[src/rtl/bus_arbiter.sv]
// Two-master round-robin arbiter for the shared memory data bus, with bounded
// ownership lock so a locked master cannot starve the other one.
module bus_arbiter #(
  parameter int unsigned MAX_LOCK = 16
) (
  input  logic        clk,
  input  logic        rst,
  input  logic        m0_req,
  input  logic [31:0] m0_addr,
  input  logic [31:0] m0_wrdata,
  input  logic        m0_wren,
  input  logic        m0_lock,
  output logic        m0_ack,
  output logic [31:0] m0_rddata,
  input  logic        m1_req,
  input  logic [31:0] m1_addr,
  input  logic [31:0] m1_wrdata,
  input  logic        m1_wren,
  input  logic        m1_lock,
  output logic        m1_ack,
  output logic [31:0] m1_rddata,
  output logic [31:0] bus_addr,
  output logic [31:0] bus_wrdata,
  output logic        bus_wren,
  input  logic [31:0] bus_rddata,
  output logic [1:0]  bus_owner
);

  typedef enum logic [1:0] {
    IDLE = 2'b00,
    OWN0 = 2'b01,
    OWN1 = 2'b10
  } state_e;

  localparam logic [7:0] CNT_MAX = 8'(MAX_LOCK - 1);

  state_e      state_q, state_d;
  logic        last_q, last_d;
  logic [7:0]  lock_cnt_q, lock_cnt_d;

  logic        own_req, own_lock, oth_req;
  logic        ack0_c, ack1_c;
  logic [31:0] addr_c, wrdata_c;
  logic        wren_c;

  function automatic state_e arbitrate(input logic r0, input logic r1, input logic last);
    if (r0 && r1) return last ? OWN0 : OWN1;
    if (r0)       return OWN0;
    if (r1)       return OWN1;
    return IDLE;
  endfunction

  always_comb begin
    own_req  = (state_q == OWN0) ? m0_req  : m1_req;
    own_lock = (state_q == OWN0) ? m0_lock : m1_lock;
    oth_req  = (state_q == OWN0) ? m1_req  : m0_req;
  end

  always_comb begin
    state_d    = state_q;
    last_d     = last_q;
    lock_cnt_d = lock_cnt_q;
    ack0_c     = 1'b0;
    ack1_c     = 1'b0;
    addr_c     = '0;
    wrdata_c   = '0;
    wren_c     = 1'b0;
    case (state_q)
      OWN0, OWN1: begin
        if (own_req) begin
          if (state_q == OWN0) begin
            ack0_c   = 1'b1;
            addr_c   = m0_addr;
            wrdata_c = m0_wrdata;
            wren_c   = m0_wren;
          end else begin
            ack1_c   = 1'b1;
            addr_c   = m1_addr;
            wrdata_c = m1_wrdata;
            wren_c   = m1_wren;
          end
          last_d = (state_q == OWN1);
          // Only transactions taken while the other master waits count toward the lock bound.
          if (oth_req && lock_cnt_q != CNT_MAX)
            lock_cnt_d = lock_cnt_q + 8'd1;
          if (oth_req && !(own_lock && lock_cnt_q < CNT_MAX))
            state_d = (state_q == OWN0) ? OWN1 : OWN0;
        end else begin
          state_d = arbitrate(m0_req, m1_req, last_q);
        end
      end
      default: state_d = arbitrate(m0_req, m1_req, last_q);
    endcase
    if (state_d != state_q)
      lock_cnt_d = '0;
  end

  always_ff @(posedge clk) begin
    if (rst) begin
      state_q    <= IDLE;
      last_q     <= 1'b1;
      lock_cnt_q <= '0;
    end else begin
      state_q    <= state_d;
      last_q     <= last_d;
      lock_cnt_q <= lock_cnt_d;
    end
  end

  always_comb begin
    m0_ack     = ack0_c   & ~rst;
    m1_ack     = ack1_c   & ~rst;
    bus_wren   = wren_c   & ~rst;
    bus_addr   = rst ? '0 : addr_c;
    bus_wrdata = rst ? '0 : wrdata_c;
    m0_rddata  = rst ? '0 : bus_rddata;
    m1_rddata  = rst ? '0 : bus_rddata;
    bus_owner  = rst ? 2'b00 : state_q;
  end

endmodule

[config.mk]
export PLATFORM = sky130hd
export DESIGN_NAME = bus_arbiter
export DESIGN_NICKNAME = d
export VERILOG_FILES = /design/src/rtl/bus_arbiter.sv
export SDC_FILE = /design/constraint.sdc
export NUM_CORES = 1
export LEC_CHECK = 0
export CAP_MARGIN = 10
export CORE_AREA = 8 8 112 114
export DETAILED_ROUTE_END_ITERATION = 10
export DIE_AREA = 0 0 120 122
export PLACE_DENSITY = 0.67
export SYNTH_ARGS = -nofsm -noshare
export SYNTH_HDL_FRONTEND = slang
export SYNTH_SLANG_ARGS = --single-unit
[constraint.sdc]
create_clock -name clk -period 3.98 [get_ports clk]
set_input_delay 0.796 -clock clk [delete_from_list [all_inputs] [get_ports clk]]
set_output_delay 0.796 -clock clk [all_outputs]
set_load 0.05 [all_outputs]
==> out/metrics.cfg, run 1 <==
[run_status]
status=finished clean

[clock_network]
clkLatencyLatePin_ns=0.24
postCtsSetupBuffers=0
clockBufferDepth=2
path_clk_slew_ns=0.05
cts.sinks=11
cts_resized=0
cts-htree-levels=1
root_buffer=clkbuf_8
cts_made_buffers=3
cts_hold_buf=0
cts_tree=done

[synth]
synth.most_common_cell=a22o_1
synth_common_cells=a22o_1, buf_4, nor2b_1, clkbuf_1, dfxtp_1
syn_avg_cell_area_sq_um=8.05
yosysWarnings=0
synth_top_area_share_pct=29.2
synth.largest_area_cell=a22o_1
synth_area_leaders=a22o_1, buf_4, dfxtp_1, nor2b_1, nor4_1
synth_fp_nets=413
yosysSeqAreaShare_pct=11.3
synth-seq-cells=11
netlist_instances=242
ys.flop_type=dfxtp_1
synthArstFlopShare_pct=0
synth_cell_types=43
syn-cell-area_sq_um=1950
synth_edf_count=0

[place]
dpl.hpwl_um=13400
port_buffers=300
pre_cts_ws_ns=0.544
place_inst=631
postPlaceCellArea_sq_um=5820
place_congestion=0.857

[timing]
tightest_slew_ns=0.903
hold_violations=0
period_share_pct=86.7
drv_slew=0
fin_setup_tns_ns=0
rsz0062_at_grt=false
fin_crit_ns=3.45
worst_slack_ns=0.528
setup_viol=0
fin_skew_ns=0.000837
max_slew_margin_pct=39.8
holdWs_ns=0.540
fmax_ghz=0.290

[power_and_ir_drop]
p_leak_uw=0.00226
p_comb_share_pct=78.0
net-switching-power_uw=468
swShare_pct=43.9
peakVddDrop_v=0.000146
power.density_nw_per_um2=181
seqPwrFrac_pct=11.2
p_int_uw=597
pwr-share-clk_pct=10.8

[detailed_routing]
wl_per_cell_um=23.6
via_per_inst=4.76
vias=3034
drc=0
drt_iter0_markers=202
drtAntennaViolNets=0
dr.pass1.iters=4
drt_wl_total_um=15000

[floorplan]
die_area_sq_um=14600
core_sq_um=10700
io_pins=301
die_w_um=120
chipHeight_um=122
initial_core_util_pct=18.2
num_rows=38

[worst_setup_path]
crit_path_end_kind=output port
arrival_ns=2.66
max_stage_delay_ns=0.76
cp_max_fo=66
cp_common_cell=buf_12
cp_cell_sequence=clkdlybuf4s50_1 -> nand2b_4 -> nor3_2 -> buf_12 -> a22o_1 -> buf_12
crit_path_top_delay_cell=clkdlybuf4s50_1
worstPathRequired_ns=3.18
critPathKind=input port to output port
cp-start-kind=input port

[cells_and_area]
num-nets-final=667
drive_above_1_share_pct=30.7
final_cell_area_sq_um=5870
finalNonFillerCells=638
syn2layout_area_growth_pct=201

[global_routing]
grt-ovfl-total=0
antenna_found_initial=5
grt_pass1_wl_um=21000
grt_max_degree=67
grt_pass1_vias=3123
track_usage_pct=18.6

[worst_hold_path]
hold_path.class=flop to flop

[run]
maxCapViolCount=0

==> per-layer routing <==
| layer | global-route usage [%] | part of all wire [%] |
|---|---|---|
| met5 | 0 | 0.18 |
| met4 | 4.45 | 1.8 |
| met3 | 7.45 | 11 |
| met2 | 32.7 | 50 |
| met1 | 20.8 | 36 |
==> logic make-up after synthesis <==
group | count (synthesis) | synth area share, %
compound gates | 87 | 40.7
buf+inv | 59 | 18.2
flops | 11 | 11.3
xor+xnor | 5 | 2.25
mux | 5 | 2.70
simple gates | 72 | 22.9
fa+ha+maj | 3 | 1.93
==> path summary, 6_finish.rpt <==
path	from	end	slack, ns	depth (start not counted)
setup / recovery	m1_req	bus_wrdata[4]	0.53	6
hold / removal	last_q$_SDFFE_PP1P_	last_q$_SDFFE_PP1P_	0.54	2
setup reg to reg	state_q[0]$_SDFF_PP0_	lock_cnt_q[4]$_SDFFE_PP0P_	1.58	5
hold reg to reg	last_q$_SDFFE_PP1P_	last_q$_SDFFE_PP1P_	0.54	2
==> power groups by stage <==
stage	sequential, uW	combinational, uW	clock [uW]
3_3_place_gp	121	826	0
3_5_place_dp	121	833	0
2_1_floorplan	120	399	0
4_1_cts	119	836	121
5_1_grt	120	864	122
6_report	119	831	115
==> stage by stage <==
stage               util, %  power (uW)
floorplan                 -         519
global placement       54.4         947
detailed placement     54.4         955
CTS                    54.8        1080
global route           54.9        1110
finish                 54.9        1060
==> registers in the layout, summed over array words and instances (netlist names) <==
name and cells:
state_q 2, lock_cnt_q 8, last_q 1
==> critical path, delay by kind of cell <==
kind	cells	cell delay, ns
AND/OR/NAND/NOR	2	0.31
AO/OA/AOI/OAI	1	0.28
buffers and inverters	3	1.23
==> final cells by class <==
class | count | area, sq um
Antenna cell | 3 | 7.51
Clock buffer | 4 | 45.0
Fill cell | 896 | 4830
Inverter | 5 | 18.8
Multi-Input combinational cell | 172 | 1380
Sequential cell | 11 | 220
Tap cell | 140 | 175
Timing Repair Buffer | 303 | 4020
==> cell usage in the layout, fill, tap and decap left out, drive strengths merged, types with 5 or more instances in the layout <==
| cell type | netlist | layout |
|---|---|---|
| a21oi | 8 | 8 |
| xnor2 | 5 | 5 |
| clkdlybuf4s50 | 0 | 167 |
| nor4 | 9 | 9 |
| dfxtp | 11 | 11 |
| a22o | 65 | 65 |
| nor3 | 5 | 5 |
| nor2b | 32 | 32 |
| nand2 | 5 | 5 |
| inv | 5 | 5 |
| buf | 41 | 136 |
No activity file was read; power rests on OpenSTA's default activity.
==> run 2: changes to the inputs <==
PLACE_DENSITY = 0.66   (was 0.67)
==> out/metrics.cfg, run 2 (synthesized netlist as in run 1, its figures left out) <==
[cells_and_area]
largest_reg_flops=8  ; unchanged
num-nets-final=667  ; unchanged
final_cell_mix=clkdlybuf4s50_1, buf_12, a22o_1
utilization_pct=58.2  ; +3.3 points
num_antenna_cells=0  ; -3
reg_top3=lock_cnt_q: 8 flops, state_q: 2 flops, last_q: 1 flops
syn2layout_area_growth_pct=219
final_common_cell=clkdlybuf4s50_1
top_register=lock_cnt_q
drive_above_1_share_pct=30.7  ; unchanged

[global_routing]
grt-busiest-layer=met2
grt_max_degree=67  ; unchanged
grt-ovfl-total=0  ; unchanged
met3_usage_pct=6.71  ; -0.74 points
use_met1_pct=18.4  ; -2.4 points
antenna_found_initial=0  ; -5
track_usage_pct=17.7  ; -0.93 points
use_met2_pct=33.8  ; +1.1 points
grt_pass1_wl_um=20100  ; -4.1%
grt_pass1_vias=3096  ; -0.86%

[place]
dpl.hpwl_um=12800  ; -3.9%
port_buffers=300  ; unchanged
place_congestion=0.824  ; -3.9%

[timing]
fin_setup_tns_ns=0  ; unchanged
fmax_ghz=0.290  ; +0.21%
hold_violations=0  ; unchanged
period_share_pct=86.6  ; -0.18 points
fin_skew_ns=0.000745  ; -0.0000921 ns
drv_slew=0  ; unchanged
tightest_slew_ns=0.845  ; -0.0579 ns
fin_crit_ns=3.45  ; -0.00730 ns
setup_viol=0  ; unchanged
rsz0062_at_grt=false
max_slew_margin_pct=43.7  ; +3.9 points

[detailed_routing]
via_per_inst=4.64  ; -2.4%
vias=2948  ; -2.8%
wl_per_cell_um=22.6  ; -4.3%
dr.pass1.iters=4  ; unchanged
drc=0  ; unchanged
drt_wl_total_um=14300  ; -4.7%
drtAntennaViolNets=0  ; unchanged
drt_iter0_markers=287  ; +42%

[floorplan]
core_sq_um=10700  ; unchanged
die_w_um=120  ; unchanged
initial_core_util_pct=18.2  ; unchanged
chipHeight_um=122  ; unchanged
num_rows=38  ; unchanged
io_pins=301  ; unchanged
die_area_sq_um=14600  ; unchanged

[worst_setup_path]
reg2reg_setup_slack_ns=1.54  ; -0.04 ns
r2r-end=lock_cnt_q[4]$_SDFFE_PP0P_
cp_max_fo=66  ; unchanged
worstReg2RegStart=state_q[0]$_SDFF_PP0_
worstPathRequired_ns=3.18  ; about the same
arrival_ns=2.65  ; about the same
cp-start-kind=input port
critPathKind=input port to output port
rr_worst_depth=5  ; unchanged
crit_path_end_kind=output port

[clock_network]
cts_made_buffers=3  ; unchanged
cts_hold_buf=0  ; unchanged
root_buffer=clkbuf_8
cts.sinks=11  ; unchanged
cts-htree-levels=1  ; unchanged
path_clk_slew_ns=0.05  ; about the same
clkLatencyLatePin_ns=0.24  ; about the same
cts_tree=done
cts_resized=0  ; unchanged
postCtsSetupBuffers=0  ; unchanged
clockBufferDepth=2  ; unchanged

[run_status]
status=finished clean

[run]
maxCapViolCount=0  ; unchanged

[worst_hold_path]
hp-start=last_q$_SDFFE_PP1P_
hold_path.class=flop to flop
holdPathEnd=last_q$_SDFFE_PP1P_
min_path_cells=2  ; unchanged

[power_and_ir_drop]
p_leak_uw=0.00236  ; +4.6%
peakVddDrop_v=0.000110  ; -25%
power.density_nw_per_um2=177  ; -2.2%

-- run 2: cell types whose count changed in the layout (fill, tap and decap cells not counted) --
cell,delta
buf_12,+29
buf_4,-29
diode_2,-3
-- run 2: through the flow --
stage | instance area, sq um | std cells | hold WS (ns) | setup slack (ns) | power [uW]
4_1_cts | 6220 | 635 | 0.549 | 0.557 | 1110
6_report | 6220 | 635 | 0.556 | 0.535 | 1100
5_1_grt | 6220 | 635 | 0.589 | 0.447 | 1140
2_1_floorplan | 1950 | 242 | 0.479 | 0.737 | 519
3_3_place_gp | 6180 | 631 | 0.522 | 0.559 | 989
3_5_place_dp | 6180 | 631 | 0.533 | 0.559 | 999
-- run 2: power breakdown --
part           total, uW  leakage [uW]  internal [uW]  switching, uW
combinational        873       0.00225            449            424
sequential           120     0.0000892            114           5.34
clock                112     0.0000228           70.2           41.3
-- run 2: layout make-up --
class	count	area (sq um)
Tap cell	140	175
Fill cell	902	4470
Timing Repair Buffer	303	4380
Clock buffer	4	45.0
Multi-Input combinational cell	172	1380
Inverter	5	18.8
Sequential cell	11	220
-- run 2: per-layer routing --
layer,vias to the layer above,share of wire (%)
li1,1396,-
met1,1362,35
met2,179,54
met3,11,10
met4,0,0.99
met5,-,0
-- run 2: worst max-delay path by stage --
| stage | to | cells past startpoint | from | slack (ns) |
|---|---|---|---|---|
| after floorplan | bus_wrdata[22] | 6 | state_q[0]$_SDFF_PP0_ | 0.74 |
| after global placement | bus_wrdata[27] | 6 | m1_req | 0.56 |
| after detailed placement | bus_wrdata[27] | 6 | m1_req | 0.56 |
| after CTS | bus_wrdata[27] | 6 | m1_req | 0.56 |
| after global routing | bus_wrdata[27] | 6 | m1_req | 0.45 |
| final | bus_wrdata[27] | 6 | m1_req | 0.53 |
-- run 2: worst max-delay path, stage by stage --
cell             delay, ns
clkdlybuf4s50_1       0.77
nand2b_4              0.12
nor3_2                0.20
buf_12                0.30
a22o_1                0.26
buf_12                0.15
==> run 3: changes to the inputs <==
CAP_MARGIN = not set   (was 10)
==> results of run 3 <==
The final DEF is identical to that of run 2; final timing and power are the same.
==> variant (settings of run 3) <==
Reset style: asynchronous (`rst`), changed in one clocked block.
--- a/src/rtl/bus_arbiter.sv
+++ b/src/rtl/bus_arbiter.sv
@@ -95,7 +95,7 @@
       lock_cnt_d = '0;
   end
 
-  always_ff @(posedge clk) begin
+  always_ff @(posedge clk or posedge rst) begin
     if (rst) begin
       state_q    <= IDLE;
       last_q     <= 1'b1;
Check against the original RTL: no difference found for any inputs over 10 cycles, from zero or initial values and one cycle with rst high; that may be too few to reach the edited logic, so the function may still have changed.
==> variant against run 3 <==
- global-route usage fell by 0.89 points
- wire length decreased by 6.1%
- design area down 9.2%
- setup slack improved by 0.097 ns
- synthesized area shrank 1.1%
- hold slack better by 0.055 ns
- sequential cell count is the same
Power is not compared: it rests on default switching activity, and its combinational part moved more than twofold at a synthesized area within 25%.
==> variant: results <==
route:
  drtIter0Drc: 120
  drt_first_pass_iters: 6
  viasPerCell: 4.54
  routed_wl_mm: 13.4
  via_count: 2851
synthesis:
  synth.yosys.seq_area_share_pct: 14.4
  synth_nets: 408
  synthCells: 237
  synth_warnings: 0
  async_flop_share_pct: 100
  synth_common_cells: "65 x a22o_1, 34 x nor2b_1, 32 x buf_4"
  ys_top_cells_by_area: "a22o_1 30%, dfrtp_1 13%, buf_4 12%, nor2b_1 11%, nor3_2 3.6%"
  yosysUniqueCellTypes: 41
  synth_flop_cell: "dfrtp_1"
layout:
  drive_gt1_share_pct: 31.6
  nNetsFinal: 660
  reg_top3: "lock_cnt_q: 8 flops, state_q: 2 flops, last_q: 1 flops"
  num_antenna_cells: 0
cts:
  h-tree-depth: 1
  root_buffer: "clkbuf_8"
  clock_path_buffers: 2
  cts-resized-gates: 0
  cts.clk_slew.worst_paths_ns: 0.05
  postCtsSetupBuffers: 0
  cts_buffers: 3
  worstSkewPairLatency_ns: 0.24
setup_path:
  max_stage_delay_ns: 0.63
  cp_max_fo: 66
  arrival_ns: 2.55
  slowest_stage: "clkdlybuf4s50_1"
grt:
  grt_pass1_wl_mm: 19.1
  gr-usage-all-layers_pct: 16.8
  grt_max_degree: 67
  first_global_vias: 3101
  grt_antenna_before_repair: 0
power_and_ir_drop:
  max-vdd-ir-drop_uv: 259
  leakage_uw: 0.00232
placed_design:
  port_buffers: 300
  dp.cells: 624
  dpl.hpwl_mm: 12.0
  routabilityCongestion: 0.878
run_status:
  outcome: "completed"
sta:
  finClkSkew_ns: 0.00260
  relSlewSlack_pct: 48.4
min_path:
  hp-class: "flop to flop"
variant: worst max-delay path, delay by kind of cell:
| family | cells | cell delay, ns |
|---|---|---|
| AOI/OAI and AO/OA | 1 | 0.25 |
| buffers and inverters | 3 | 1.08 |
| and+or+nand+nor | 2 | 0.37 |
variant: per-layer routing:
metal	up-vias	global-route usage (%)	wire length (um)
li1	1354	-	-
met1	1293	15.9	4360
met2	196	33.1	7430
met5	-	0	0
met4	0	3.67	142
met3	8	7.08	1510
variant: power breakdown:
group          switching, uW  internal (uW)
logic                   1180            973
registers               20.0            135
clock network           44.0           68.9
variant: area by class of cell:
| type | instances | area [um^2] |
|---|---|---|
| timing repair buffer | 303 | 3830 |
| clock buffer | 3 | 41.3 |
| fill | 958 | 5050 |
| inverter | 5 | 18.8 |
| clock inverter | 1 | 5.00 |
| tap | 140 | 175 |
| multi-input combinational | 165 | 1300 |
| sequential | 11 | 277 |
variant: final timing paths:
path	cells past startpoint	endpoint	slack, ns	startpoint
setup / recovery	6	bus_wrdata[27]	0.63	m0_req
hold / removal	2	lock_cnt_q[7]	0.61	lock_cnt_q[7]
setup reg to reg	6	lock_cnt_q[6]	1.72	state_q[0]
hold reg to reg	2	lock_cnt_q[7]	0.61	lock_cnt_q[7]
max in group asynchronous	2	last_q	2.56	rst
min in group asynchronous	2	lock_cnt_q[7]	1.10	rst
variant: cells by family after synthesis:
| family | share of synthesized area [%] |
|---|---|
| AOI/OAI and AO/OA | 37.1 |
| xor gates and xnor gates | 3.18 |
| adders and majority gates | 1.95 |
| buffers and inverters | 18.6 |
| DFF | 14.4 |
| muxes | 1.62 |
| and+or+nand+nor | 23.1 |
variant: per-stage QoR:
step / worst slack, ns / area (um^2) / utilization (%) / hold WS (ns)
after floorplan: 0.653 / 1930 / - / 0.561
after CTS: 0.631 / 5650 / 52.8 / 0.619
after global routing: 0.509 / 5650 / 52.8 / 0.651
final: 0.631 / 5650 / 52.8 / 0.610
after detailed placement: 0.630 / 5600 / 52.4 / 0.605
after global placement: 0.659 / 5600 / 52.4 / 0.591
